[config.mk]
export PLATFORM = sky130hd
export DESIGN_NAME = fetch
export DESIGN_NICKNAME = d
export VERILOG_FILES = /design/src/rtl/fetch.sv
export SDC_FILE = /design/constraint.sdc
export NUM_CORES = 1
export LEC_CHECK = 0
export CAP_MARGIN = 20
export CELL_PAD_IN_SITES_DETAIL_PLACEMENT = 0
export CELL_PAD_IN_SITES_GLOBAL_PLACEMENT = 1
export CORE_AREA = 8 8 122 146
export CTS_CLUSTER_SIZE = 24
export DETAILED_ROUTE_END_ITERATION = 6
export DIE_AREA = 0 0 130 154
export PLACE_DENSITY = 0.73
export SLEW_MARGIN = 20
export SYNTH_ARGS = -nofsm -noshare
export SYNTH_HDL_FRONTEND = slang
export SYNTH_SLANG_ARGS = --single-unit
[constraint.sdc]
create_clock -name clk -period 2 [get_ports clk]
set_input_delay 0.2 -clock clk [delete_from_list [all_inputs] [get_ports clk]]
set_output_delay 0.2 -clock clk [all_outputs]
set_load 0.01 [all_outputs]
[src/rtl/fetch.sv]
`default_nettype none
// ============================================================================
//  Module   : fetch
//  Purpose  : Instruction-fetch stage. Owns the PC, drives a synchronous
//             instruction memory with 1-cycle read latency, absorbs decode
//             stalls with a one-word hold buffer and applies redirects from
//             execute. Presents each instruction/PC pair to decode on
//             fe_to_de; fe_to_de.pc_r=1 marks the slot as a bubble.
//  Ports    : clk         in   rising-edge clock
//             reset_n     in   asynchronous active-low reset
//             en          in   1 = pipeline advances this cycle
//             pc_r        in   redirect request from execute
//             pc_new      in   redirect target (low two bits ignored)
//             imem_addr   out  fetch address (data returns next cycle)
//             imem_rdata  in   word for the address presented last cycle
//             fe_to_de    out  {instruction_value, pc_value, pc_r}
//  Revision : 1.0  initial release
// ============================================================================

package fetch_pkg;
    typedef struct packed {
        logic [31:0] instruction_value;
        logic [31:0] pc_value;
        logic        pc_r;
    } fe_to_de_s;
endpackage

module fetch
    import fetch_pkg::*;
#(
    parameter logic [31:0] RESET_PC  = 32'h0000_0000,
    parameter logic [31:0] NOP_INSTR = 32'h0000_0013
) (
    input  logic        clk,
    input  logic        reset_n,
    input  logic        en,
    input  logic        pc_r,
    input  logic [31:0] pc_new,
    output logic [31:0] imem_addr,
    input  logic [31:0] imem_rdata,
    output fe_to_de_s   fe_to_de
);

    typedef enum logic [1:0] {
        S_FILL = 2'd0,
        S_RUN  = 2'd1,
        S_HOLD = 2'd2
    } state_e;

    state_e      state;
    state_e      state_nx;
    logic [31:0] pc_q;
    logic [31:0] pc_nx;
    logic [31:0] pc_d_q;
    logic [31:0] pc_d_nx;
    logic [31:0] hold_q;
    logic [31:0] hold_nx;

    // The memory always reads pc_q, so imem_addr is simply the next address.
    assign imem_addr = pc_q;

    always_ff @(posedge clk or negedge reset_n) begin
        if (!reset_n) begin
            state  <= S_FILL;
            pc_q   <= RESET_PC;
            pc_d_q <= RESET_PC;
            hold_q <= 32'h0000_0000;
        end else begin
            state  <= state_nx;
            pc_q   <= pc_nx;
            pc_d_q <= pc_d_nx;
            hold_q <= hold_nx;
        end
    end

    always_comb begin
        state_nx = state;
        pc_nx    = pc_q;
        pc_d_nx  = pc_d_q;
        hold_nx  = hold_q;

        fe_to_de.instruction_value = NOP_INSTR;
        fe_to_de.pc_value          = pc_d_q;
        fe_to_de.pc_r              = 1'b1;

        case (state)
            S_RUN: begin
                fe_to_de.instruction_value = imem_rdata;
                fe_to_de.pc_r              = 1'b0;
            end
            S_HOLD: begin
                fe_to_de.instruction_value = hold_q;
                fe_to_de.pc_r              = 1'b0;
            end
            default: begin
            end
        endcase

        if (pc_r) begin
            // Redirect wins over en; the word-aligned target is fetched next
            // and the stale hold contents are never shown again.
            state_nx = S_FILL;
            pc_nx    = pc_new & 32'hFFFF_FFFC;
        end else if (en) begin
            // From every state the word fetched from pc_q arrives on
            // imem_rdata next cycle; during HOLD the memory has been
            // re-reading pc_q, so no refetch is needed.
            state_nx = S_RUN;
            pc_d_nx  = pc_q;
            pc_nx    = pc_q + 32'd4;
        end else if (state == S_RUN) begin
            // imem_rdata will move on next cycle; capture the shown word.
            state_nx = S_HOLD;
            hold_nx  = imem_rdata;
        end
    end

endmodule
`default_nettype wire

==> impl_metrics.csv <==
group,metric,value,unit
outcome,status,"completed",
clock_tree,worstSkewPairLatency,350,ps
timing,max_freq,525,MHz
clock_tree,post-cts-setup-buffers,0,
timing,setup_viol,0,
synth,ys_types,45,
timing,finalCriticalPeriod,1900,ps
clock_tree,cts_max_path_buffers,2,
global_route,grt_pass1_wl,23400,um
die,ios,165,
synth,yosys.area.top_type,"dfrtp_1",
route,viasPerCell,4.99,
pwr,ir_drop,431,uV
clock_tree,cts.clk_slew.worst_paths,70,ps
clock_tree,htreeDepth,3,
critical_path,r2r_end,"imem_addr[28]$_DFFE_PN0N_",
min_path,min_path_type,"in2reg",
synth,synth_edf_count,0,
finish,layout.nets,704,
route,drc,0,
synth,synth_cells,448,
synth,synth_area_leaders,"dfrtp_1, mux2_2, a22oi_1",
timing,tns,0,ps
finish,layout-drive-gt1-share,0.207,
timing,fin_crit_sh,0.952,
die,core_area,0.0155,mm2
pwr,power_density,814,mW/mm2
route,first_pass_iters,6,
clock_tree,numClockSinks,94,
min_path,hold_depth,3,
synth,ys.flop_type,"dfrtp_1",
critical_path,r2r_cells,4,
placed_design,placed_cell_area,0.00679,mm2
route,drtIter0Drc,226,
critical_path,worstPathMaxFanout,16,
die,initial_utilization,0.303,
clock_tree,cts_tree,"built",
timing,slew_violations,0,
synth,ys_seq_area_frac,0.502,
route,drt-wirelength-per-cell,17.7,um
finish,stdcell_area,0.00713,mm2
critical_path,worstPathArrival,1700,ps
die,die_area,0.0200,mm2
timing,finClkSkew,13.8,ps
pwr,p_leak,2.96,nW
synth,syn_avg_cell_area,10.5,um2
route,routed_wl,14900,um
synth,yosysWarnings,0,
synth,async_flop_share,1.00,
die,rows,50,
critical_path,path_cells,"inv_2, ha_4, clkbuf_16, a22oi_1, nor2_1, dlygate4sd2_1",
critical_path,crit_slowest_cell,"dfrtp_1",
critical_path,r2r-start,"imem_addr[14]$_DFFE_PN0N_",
synth,ys_seq_elements,94,
finish,area_growth,52.1,%
die,die_x,130,um
die,die_h,154,um
clock_tree,root_buffer,"clkbuf_16",
finish,diodes,0,
critical_path,path_class,"reg2out",
placed_design,gp_congestion,0.804,
min_path,holdCritStartpoint,"pc_r",
placed_design,dp.final_hpwl,11000,um
finish,fill_cells,1507,
critical_path,r2r_slack,150,ps
route,final_antenna_net_count,0,
global_route,antenna_found_initial,0,
global_route,grt_max_degree,49,
synth,synth_top_area_share,0.502,
route,vias,4222,
synth,syn_area,0.00469,mm2
min_path,hold-path-endpoint,"imem_addr[24]$_DFFE_PN0N_",
global_route,grt-ovfl-total,0,
global_route,grt_pass1_vias,4523,
critical_path,max_stage_delay,410,ps
timing,rsz0062_at_grt,"false",
placed_design,io_buffers,158,
critical_path,required,1800,ps
clock_tree,cts_buffers,9,
critical_path,cp-start-kind,"flop",
timing,finalHoldViolations,0,
critical_path,worst_setup_path_end_kind,"primary output",
run,cap_violations,0,
global_route,gr-usage-all-layers,0.149,
==> flip-flops by register name (all words and copies together) (netlist names) <==
register,count
hold_q,32
imem_addr,30
pc_d_q,30
state,2
==> worst max path at each step <==
stage / start / to / slack (ps) / depth (start not counted)
2_1_floorplan: imem_addr[2]$_DFFE_PN0N_ / imem_addr[20]$_DFFE_PN0N_ / 60 / 6
3_5_place_dp: en / imem_addr[28]$_DFFE_PN0N_ / -80 / 7
3_3_place_gp: en / imem_addr[19]$_DFFE_PN0N_ / -60 / 5
5_1_grt: state[0]$_DFFE_PN0P_ / fe_to_de[38] / 5 / 6
4_1_cts: state[1]$_DFFE_PN0P_ / fe_to_de[37] / 20 / 5
6_report: state[1]$_DFFE_PN0P_ / fe_to_de[63] / 100 / 6
==> cells in the final DEF, fill, tap and decap left out, types with 7 or more instances in the layout <==
| master | synthesis | final |
|---|---|---|
| nand4_1 | 13 | 13 |
| nor2_1 | 49 | 49 |
| dlygate4sd2_1 | 0 | 29 |
| o31ai_1 | 9 | 9 |
| a22oi_1 | 32 | 32 |
| dfrtp_1 | 94 | 93 |
| a31oi_1 | 7 | 7 |
| nand3_1 | 17 | 17 |
| buf_4 | 5 | 38 |
| mux2_2 | 58 | 58 |
| or4_1 | 7 | 7 |
| clkdlybuf4s50_1 | 0 | 123 |
| clkbuf_16 | 0 | 10 |
| xnor2_1 | 9 | 9 |
| nand2_1 | 38 | 38 |
| o21ai_0 | 18 | 18 |
==> critical path: cells and delay by family (launching register included) <==
| family | cells | cell delay [ps] |
|---|---|---|
| fa+ha+maj | 1 | 190 |
| flops | 1 | 410 |
| simple gates | 1 | 60 |
| compound gates | 1 | 170 |
| buf+inv | 3 | 530 |
==> power breakdown <==
group | total (mW) | switching (mW) | internal, mW
logic | 1.43 | 0.596 | 0.832
registers | 2.46 | 0.222 | 2.24
clock network | 1.91 | 0.741 | 1.17
==> cells in the mapped netlist (2+ instances only) <==
master	count
clkbuf_1	21
a22oi_1	32
buf_2	3
nor2b_1	4
a221o_1	6
nand3_1	17
nor4_1	6
a31oi_1	7
o311ai_0	2
dfrtp_1	94
nand4_2	2
a21oi_1	3
nand2_1	38
buf_4	5
and2_1	4
o21ai_0	18
xnor2_1	9
xor2_1	3
o31ai_1	9
mux2_2	58
or4_1	7
nor3_1	7
ha_1	3
nand4_1	13
nor2_1	49
inv_1	7
and3_1	3
==> layout make-up <==
cell class	instances	area, um2	share of cell area
Clock buffer	12	256	0.0360
Tap cell	208	260	0.0365
Timing Repair Buffer	203	1960	0.274
Multi-Input combinational cell	317	2200	0.308
Clock inverter	4	77.6	0.0109
Sequential cell	94	2350	0.330
Inverter	8	30.0	0.00421
==> layer usage <==
metal,GRT usage,routed length [um],up-vias
met3,0.0702,1590,10
met5,0,0,-
met1,0.164,6070,2052
met2,0.248,7150,159
met4,0.0410,142,0
li1,-,-,2001
==> through the flow <==
stage | util | setup slack (ps) | cells | hold slack [ps] | power [mW]
after floorplan | - | 55.8 | 451 | -95.6 | 3.10
after detailed placement | 0.439 | -77.1 | 828 | 157 | 3.95
after CTS | 0.460 | 22.2 | 845 | 269 | 5.90
final | 0.461 | 95.8 | 846 | 282 | 5.80
after global routing | 0.461 | 5.08 | 846 | 310 | 6.14
after global placement | 0.439 | -56.7 | 828 | 150 | 3.91
==> kinds of logic after synthesis <==
family / synth area share
xor gates and xnor gates: 0.0224
and+or+nand+nor: 0.164
buffers and inverters: 0.0387
DFF: 0.502
other: 0.000800
AOI/OAI and AO/OA: 0.123
muxes: 0.141
adders and majority gates: 0.00801
==> repair_timing <==
item                                   CTS  global route
gates cloned                             0             1
endpoints found under the hold margin   25             0
pin swaps                                0             0
gates resized for setup                 37             9
setup endpoints to repair               33            31
hold buffers                             1             0
Note: power is estimated with default switching activity, not from simulation.
